$ cat src/rtl/pwm_duty_sequencer.sv
// Duty-cycle sequencer for the PWM core: walks a small duty table and holds each
// entry for a programmable number of PWM periods, with optional looping.
module pwm_duty_sequencer #(
    parameter  int DEPTH = 16,
    parameter  int DW    = 16,
    parameter  int RW    = 8,
    localparam int AW    = $clog2(DEPTH)
) (
    input  logic          wb_clk_i,
    input  logic          wb_rst_i,
    input  logic          tbl_we_i,
    input  logic [AW-1:0] tbl_addr_i,
    input  logic [DW-1:0] tbl_wdata_i,
    input  logic [AW-1:0] seq_len_i,
    input  logic [RW-1:0] repeat_i,
    input  logic          loop_i,
    input  logic          start_i,
    input  logic          stop_i,
    input  logic          period_done_i,
    output logic [DW-1:0] duty_o,
    output logic          duty_upd_o,
    output logic [AW-1:0] step_o,
    output logic          busy_o,
    output logic          done_o
);

    typedef enum logic {
        IDLE = 1'b0,
        RUN  = 1'b1
    } state_t;

    localparam logic [AW-1:0] FIRST_STEP = '0;

    state_t        state;
    logic [DW-1:0] tbl [DEPTH];
    logic [AW-1:0] len_sh;
    logic [RW-1:0] rep_sh;
    logic          loop_sh;
    logic [AW-1:0] idx;
    logic [AW-1:0] idx_next;
    logic [RW-1:0] rep_cnt;
    logic [DW-1:0] duty;
    logic          duty_upd;
    logic          busy;
    logic          done;

    // A repeat count of zero behaves like one so every step spans at least one period.
    function automatic logic [RW-1:0] at_least_one(input logic [RW-1:0] r);
        return (r == '0) ? RW'(1) : r;
    endfunction

    assign idx_next = idx + AW'(1);

    // Table loads read the pre-edge contents, so a same-edge write to the loaded
    // entry only shows up the next time that entry is visited.
    always_ff @(posedge wb_clk_i) begin
        if (wb_rst_i) begin
            state    <= IDLE;
            tbl      <= '{default: '0};
            len_sh   <= '0;
            rep_sh   <= '0;
            loop_sh  <= 1'b0;
            idx      <= '0;
            rep_cnt  <= '0;
            duty     <= '0;
            duty_upd <= 1'b0;
            busy     <= 1'b0;
            done     <= 1'b0;
        end else begin
            duty_upd <= 1'b0;
            done     <= 1'b0;

            if (tbl_we_i) begin
                tbl[tbl_addr_i] <= tbl_wdata_i;
            end

            case (state)
                IDLE: begin
                    if (start_i && !stop_i) begin
                        len_sh   <= seq_len_i;
                        rep_sh   <= at_least_one(repeat_i);
                        loop_sh  <= loop_i;
                        idx      <= FIRST_STEP;
                        duty     <= tbl[FIRST_STEP];
                        duty_upd <= 1'b1;
                        rep_cnt  <= at_least_one(repeat_i);
                        busy     <= 1'b1;
                        state    <= RUN;
                    end
                end
                RUN: begin
                    if (stop_i) begin
                        busy  <= 1'b0;
                        state <= IDLE;
                    end else if (period_done_i) begin
                        if (rep_cnt > RW'(1)) begin
                            rep_cnt <= rep_cnt - RW'(1);
                        end else if (idx < len_sh) begin
                            idx      <= idx_next;
                            duty     <= tbl[idx_next];
                            duty_upd <= 1'b1;
                            rep_cnt  <= rep_sh;
                        end else if (loop_sh) begin
                            idx      <= FIRST_STEP;
                            duty     <= tbl[FIRST_STEP];
                            duty_upd <= 1'b1;
                            rep_cnt  <= rep_sh;
                        end else begin
                            done  <= 1'b1;
                            busy  <= 1'b0;
                            state <= IDLE;
                        end
                    end
                end
                default: begin
                    busy  <= 1'b0;
                    state <= IDLE;
                end
            endcase
        end
    end

    assign duty_o     = duty;
    assign duty_upd_o = duty_upd;
    assign step_o     = idx;
    assign busy_o     = busy;
    assign done_o     = done;

endmodule
$ cat config.mk
export PLATFORM = sky130hd
export DESIGN_NAME = pwm_duty_sequencer
export DESIGN_NICKNAME = d
export VERILOG_FILES = /design/src/rtl/pwm_duty_sequencer.sv
export SDC_FILE = /design/constraint.sdc
export NUM_CORES = 1
export LEC_CHECK = 0
export BUFFER_PORTS_ARGS = -buffer_cell sky130_fd_sc_hd__clkbuf_2
export CORE_ASPECT_RATIO = 1.5
export CORE_MARGIN = 2
export CORE_UTILIZATION = 30
export CTS_CLUSTER_SIZE = 28
export DETAILED_ROUTE_END_ITERATION = 7
export SYNTH_ARGS = -nofsm -noshare
export SYNTH_HDL_FRONTEND = slang
export SYNTH_SLANG_ARGS = --single-unit
$ cat constraint.sdc
create_clock -name wb_clk_i -period 3.7 [get_ports wb_clk_i]
set_input_delay 0.74 -clock wb_clk_i [delete_from_list [all_inputs] [get_ports wb_clk_i]]
set_output_delay 0.74 -clock wb_clk_i [all_outputs]
set_load 0.01 [all_outputs]
Word level (Yosys, flattened, before mapping)
Index checks and enable logic that the tools add are counted.

word-level totals
  flip-flop bits (word level) = 301

cells by class
  equal/unequal tests = 10
  magnitude comparators = 5
  multiplexer cells = 47
  add/subtract/negate cells = 2
  bitwise logic cells = 4
  reductions and logical operators = 9

operators with widths
  kind                   number
  $bwmux W256            1
  $mux W16               9
  $bmux W16 S4           1
  $demux W16 S4          1
  $mux W8                7
  $pmux W16 S2           1
  $mux W4                6
  $mux W1                16
  $pmux W8 S2            1
  $ne A3 B3 Y1 const B   4
  $ge A5 B5 Y1 const B   2
  $not A4 Y5             2
  $reduce_and A5 Y1      2
  $gt A8 B1 Y1 const B   1
  $logic_not A8 Y1       1
  $ne A2 B2 Y1 const B   4
  $pmux W4 S2            1
  $sub A8 B1 Y8 const B  1
  $pmux W1 S2            3
  $reduce_or A6 Y1       1
  $lt A5 B1 Y1 const B   1
  $add A4 B1 Y4 const B  1
  $lt A4 B4 Y1           1
  $ne A4 B1 Y1 const B   1
  other kinds (6)        8

Logic depth before layout (Yosys ltp)
  word-level depth = 10
  mapped depth = 10
  depth with buffers taken out = 8

Least setup slack after synthesis
Ideal clock, no wire load.

  path kind = input-to-reg
  start = input port tbl_addr_i[2]
  end = register tbl[245] (netlist name)
  data arrival time = 2,083 ps
  path buffers = 1
  cell stages on the path = 5
  data required time = 3,630 ps
  setup slack = 1,547 ps
  cell sequence = or3b_2 > nor3_1 > buf_2 > nand2_1 > a21oi_1

between the ends
  word-level cells in the longest chain between the ends = 6

ends and longest elaborated chain
  what                                                                       line  text
  start: declaration                                                         12    input logic [AW-1:0] tbl_addr_i,
  $not A4 Y5 (implied by the code) *                                         74    tbl[tbl_addr_i] <= tbl_wdata_i;
  $ge A5 B5 Y1 (implied by the code) / $lt A5 B1 Y1 (equally long branches)  74
  $logic_and A1 B1 Y1 (implied by the code)                                  74
  $mux W16 (implied by the code)                                             74
  $demux W16 S4 *                                                            74
  $bwmux W256 *                                                              74
  end signal: indexed assignment                                             74
  end: declaration                                                           35    logic [DW-1:0] tbl [DEPTH];

Every way passes the cells marked *; elsewhere a longest branch is shown, timed or not.
A chain may end at the register's enable or synchronous reset.

Worst setup path after layout
  start = register idx[2] (netlist: step_o[2])
  end = register duty[1] (netlist: duty_o[1])

between the ends
  word-level cells in the longest chain between the ends = 10

ends and longest elaborated chain
  what                                          line  text
  start: declaration                            39    logic [AW-1:0] idx;
  start signal: assignment                      99    idx <= idx_next;
  $add A4 B1 Y4                                 52    assign idx_next = idx + AW'(1);
  $not A4 Y5 (implied by the code)              100   duty <= tbl[idx_next];
  $bmux W16 S4                                  100
  $mux W16 (implied by the code) (2 in series)  100
  $mux W16                                      98    end else if (idx < len_sh) begin
  $mux W16                                      96    if (rep_cnt > RW'(1)) begin
  $mux W16                                      95    end else if (period_done_i) begin
  $mux W16                                      92    if (stop_i) begin
  $pmux W16 S2                                  77    case (state)
  end signal: assignment                        84    duty <= tbl[FIRST_STEP];
  end signal: assignment                        100
  end signal: assignment                        105   duty <= tbl[FIRST_STEP];
  end: declaration                              42    logic [DW-1:0] duty;

Several ways; a longest one is shown, not always the timed one. The select of a mux whose other input is x is not followed.

==> summary.txt <==
Critical path
  – Worst R2R End: duty_o[1]$_SDFFE_PP0P_
  – Worst setup path endpoint: duty_o[1]$_SDFFE_PP0P_
  – Critical Path Sink Type: flop
  – Kind of critical path: flop to flop
  – Reg2Reg Launch Point: step_o[2]$_SDFFE_PP0P_
  – Register-to-Register Path Depth: 7
  – CP arrival: 3.47 ns
  – R2R setup slack: 0.70 ns
  – CP Launch Type: flop
  – Crit path max fanout: 21
  – Worst endpoint required time: 4.18 ns
  – Critical Path Source: step_o[2]$_SDFFE_PP0P_

GRT
  – Total GRT Usage: 0.166
  – Initial antenna violation count: 0
  – Total gr overflow: 0
  – First-pass GRT wire length: 60.6 mm
  – Vias in the first global route: 11100
  – Pin count of the biggest net entering global routing: 136

Cells and area
  – Register area: 0.00603 sq mm
  – Ant diodes: 0
  – Nets: 1697
  – Commonest non-fill, non-tap cells in the layout: 654 x nand2_1, 311 x a21oi_1, 300 x dfxtp_1, 60 x clkbuf_2, 48 x mux4_2
  – Fill count: 4485
  – Finished Core Util: 0.348
  – P&R area growth vs syn: 14.0%
  – Area of the multi-input gates: 0.00659 sq mm
  – Share of layout cells above drive strength 1: 0.132
  – Most common cell after layout, fill and taps aside: nand2_1

Yosys
  – Post-synthesis xor/xnor area fraction: 0.00390
  – Synth Area in Adders: 0.00571
  – Synth warn: 0
  – Synth Area in Simple Gates: 0.240
  – Seq cells post-synth: 301
  – Post-Syn Area: 0.0131 sq mm
  – Count of flip-flops with a built-in enable after synthesis: 0
  – Complex-gate fraction of the synthesized area: 0.160
  – Post-Syn Instances: 1672
  – Yosys cell types: 51
  – Mux cell area share after synthesis: 0.0869
  – Largest family of logic cells by synthesized area: simple AND/OR/NAND/NOR gates
  – Post-synthesis sequential area ratio: 0.458
  – Post-synth net total: 1717
  – Synth Flop Type: dfxtp_1
  – Synth async-reset ratio: 0
  – Mean post-synth cell area: 7.86 sq um

CTS
  – CTS max path bufs: 3
  – Post-cts hold buffer count: 0
  – Clock sink total: 301
  – Postcts setup bufs: 0
  – Htree depth: 1
  – Worst-path clk slew: 0.06 ns
  – Worst skew pair latency: 0.59 ns
  – # resized after CTS: 0
  – Root buffer cell: clkbuf_16
  – CTS tree: done
  – TritonCTS buffer count: 31

Power and ir drop
  – Static Leak: 4.78 nW
  – Cell Int Power: 5.34 mW
  – Combinational power share: 0.065
  – Switch Pwr: 1.73 mW
  – Seq pwr share: 0.474
  – Power Density: 472 mW/mm^2
  – Switching Share: 0.244
  – Clock share of power: 0.461
  – Maximum VDD drop: 0.433 mV

Floorplanning
  – Core area: 0.0431 sq mm
  – Starting Density: 0.305
  – DIE AREA: 0.0455 sq mm
  – I/O Pins: 62
  – Die width: 175 microns
  – # rows: 93
  – Die H: 260 microns

Timing
  – Fin. max-slew vios: 0
  – Fmax: 0.333 GHz
  – Slew headroom: 0.266
  – Time the worst path needs with I/O delays and setup: 3.00 ns
  – WHS: 0.410 ns
  – Max Clock Skew: 0.0230 ns
  – Worst slew pin tran: 1.10 ns
  – Setup-failing EPs final: 0
  – Final setup TNS: 0 ns
  – Hold Vio Cnt, Final: 0
  – RSZ-0062 raised after global routing: no
  – Crit share post-route: 0.810

Detailed routing
  – Initial DRT Pass Iterations: 6
  – Antenna-violating nets left: 0
  – WL/cell: 17.0 microns
  – Total Wirelength: 38.2 mm
  – DRC: 0
  – Routed vias/inst: 5.09
  – Routed vias: 11400
  – Number of DRC markers in iteration 0: 1023

Min path
  – Hold crit path type: primary input to flop

Placed design
  – RD Place Congestion: 0.822
  – Buffers on Ports: 61
  – Dpl hpwl: 25.9 mm

Outcome
  – Status: finished, final reports clean

Flow run
  – Max-Cap Viols: 0
[final cells by class]
type / count / share of cell area
Multi-Input combinational cell: 1224 / 0.440
Sequential cell: 301 / 0.402
Clock buffer: 39 / 0.0585
Tap cell: 570 / 0.0476
Timing Repair Buffer: 86 / 0.0369
Clock inverter: 19 / 0.0129
Inverter: 8 / 0.00200
[registers in the layout (all words and copies together) (netlist names)]
signal and flops:
tbl 256, duty_o 16, rep_cnt 8, rep_sh 8
len_sh 4, step_o 4, busy_o 1, done_o 1
duty_upd_o 1, loop_sh 1, state 1
[worst min path at each step]
stage,to,depth (start not counted),start,slack (ns)
after global routing,rep_sh[6]$_SDFFE_PP0P_,3,repeat_i[6],0.42
final,rep_sh[2]$_SDFFE_PP0P_,3,repeat_i[2],0.41
after CTS,rep_sh[4]$_SDFFE_PP0P_,3,repeat_i[4],0.38
after global placement,tbl[21]$_SDFFE_PP0P_,2,tbl[21]$_SDFFE_PP0P_,0.44
after floorplan,tbl[128]$_SDFFE_PP0P_,2,tbl[128]$_SDFFE_PP0P_,0.43
after detailed placement,tbl[128]$_SDFFE_PP0P_,2,tbl[128]$_SDFFE_PP0P_,0.45
[per-stage QoR]
| step | instance area (sq um) | setup WS (ns) | std cells | total power, mW |
|---|---|---|---|---|
| after floorplan | 13100 | 1.55 | 1672 | 3.73 |
| after global placement | 13900 | 0.818 | 2189 | 3.87 |
| after detailed placement | 13900 | 0.709 | 2189 | 3.88 |
| after CTS | 15000 | 0.717 | 2247 | 7.14 |
| after global routing | 15000 | 0.486 | 2247 | 7.31 |
| final | 15000 | 0.701 | 2247 | 7.07 |
[synth_stat cells, types with 2 or more instances]
library cell / n / area [sq um]
a211oi_1: 2 / 15.0
a211oi_2: 4 / 50.1
a21oi_1: 311 / 1560
a311oi_1: 16 / 140
a311oi_2: 3 / 45.0
a31oi_1: 2 / 12.5
buf_1: 10 / 37.5
buf_2: 12 / 60.1
buf_6: 4 / 45.0
clkbuf_1: 112 / 420
dfxtp_1: 301 / 6030
ha_1: 6 / 75.1
inv_1: 8 / 30.0
mux2i_1: 5 / 50.1
mux4_2: 48 / 1080
nand2_1: 654 / 2450
nand2b_1: 8 / 50.1
nand3_1: 41 / 205
nor2_1: 52 / 195
nor2b_1: 4 / 25.0
nor3_1: 9 / 45.0
nor3b_1: 3 / 22.5
o2111ai_1: 17 / 149
o21ai_0: 5 / 25.0
o21ai_2: 2 / 17.5
o221ai_1: 2 / 17.5
or3_1: 4 / 25.0
or3b_2: 2 / 17.5
xnor2_1: 2 / 17.5
xor2_1: 2 / 17.5
[cells by family after synthesis]
kind of cell    after synthesis
xor+xnor                      5
mux                          54
fa+ha+maj                     6
compound gates              370
simple gates                789
buf+inv                     147
flops                       301
[worst max-delay path, stage by stage, from the launching register on]
cell and delay (ns):
dfxtp_1 0.63, ha_1 0.32, o21a_1 0.17, nor2_1 0.27, o21ai_2 0.37, nor2_4 0.61
o2111ai_1 0.20, a311oi_1 0.32
[metal layers]
metal,track usage,part of all wire
met1,0.190,0.39
met4,0.0752,0.039
met2,0.308,0.52
met3,0.0195,0.048
met5,0,0
[power by group through the flow]
stage | combinational (mW) | sequential, mW | clock (mW)
finish | 0.458 | 3.35 | 3.26
detailed placement | 0.459 | 3.43 | 0
global placement | 0.449 | 3.42 | 0
global route | 0.506 | 3.36 | 3.45
CTS | 0.461 | 3.35 | 3.33
floorplan | 0.323 | 3.41 | 0
Power figures use the tool's default switching activity.
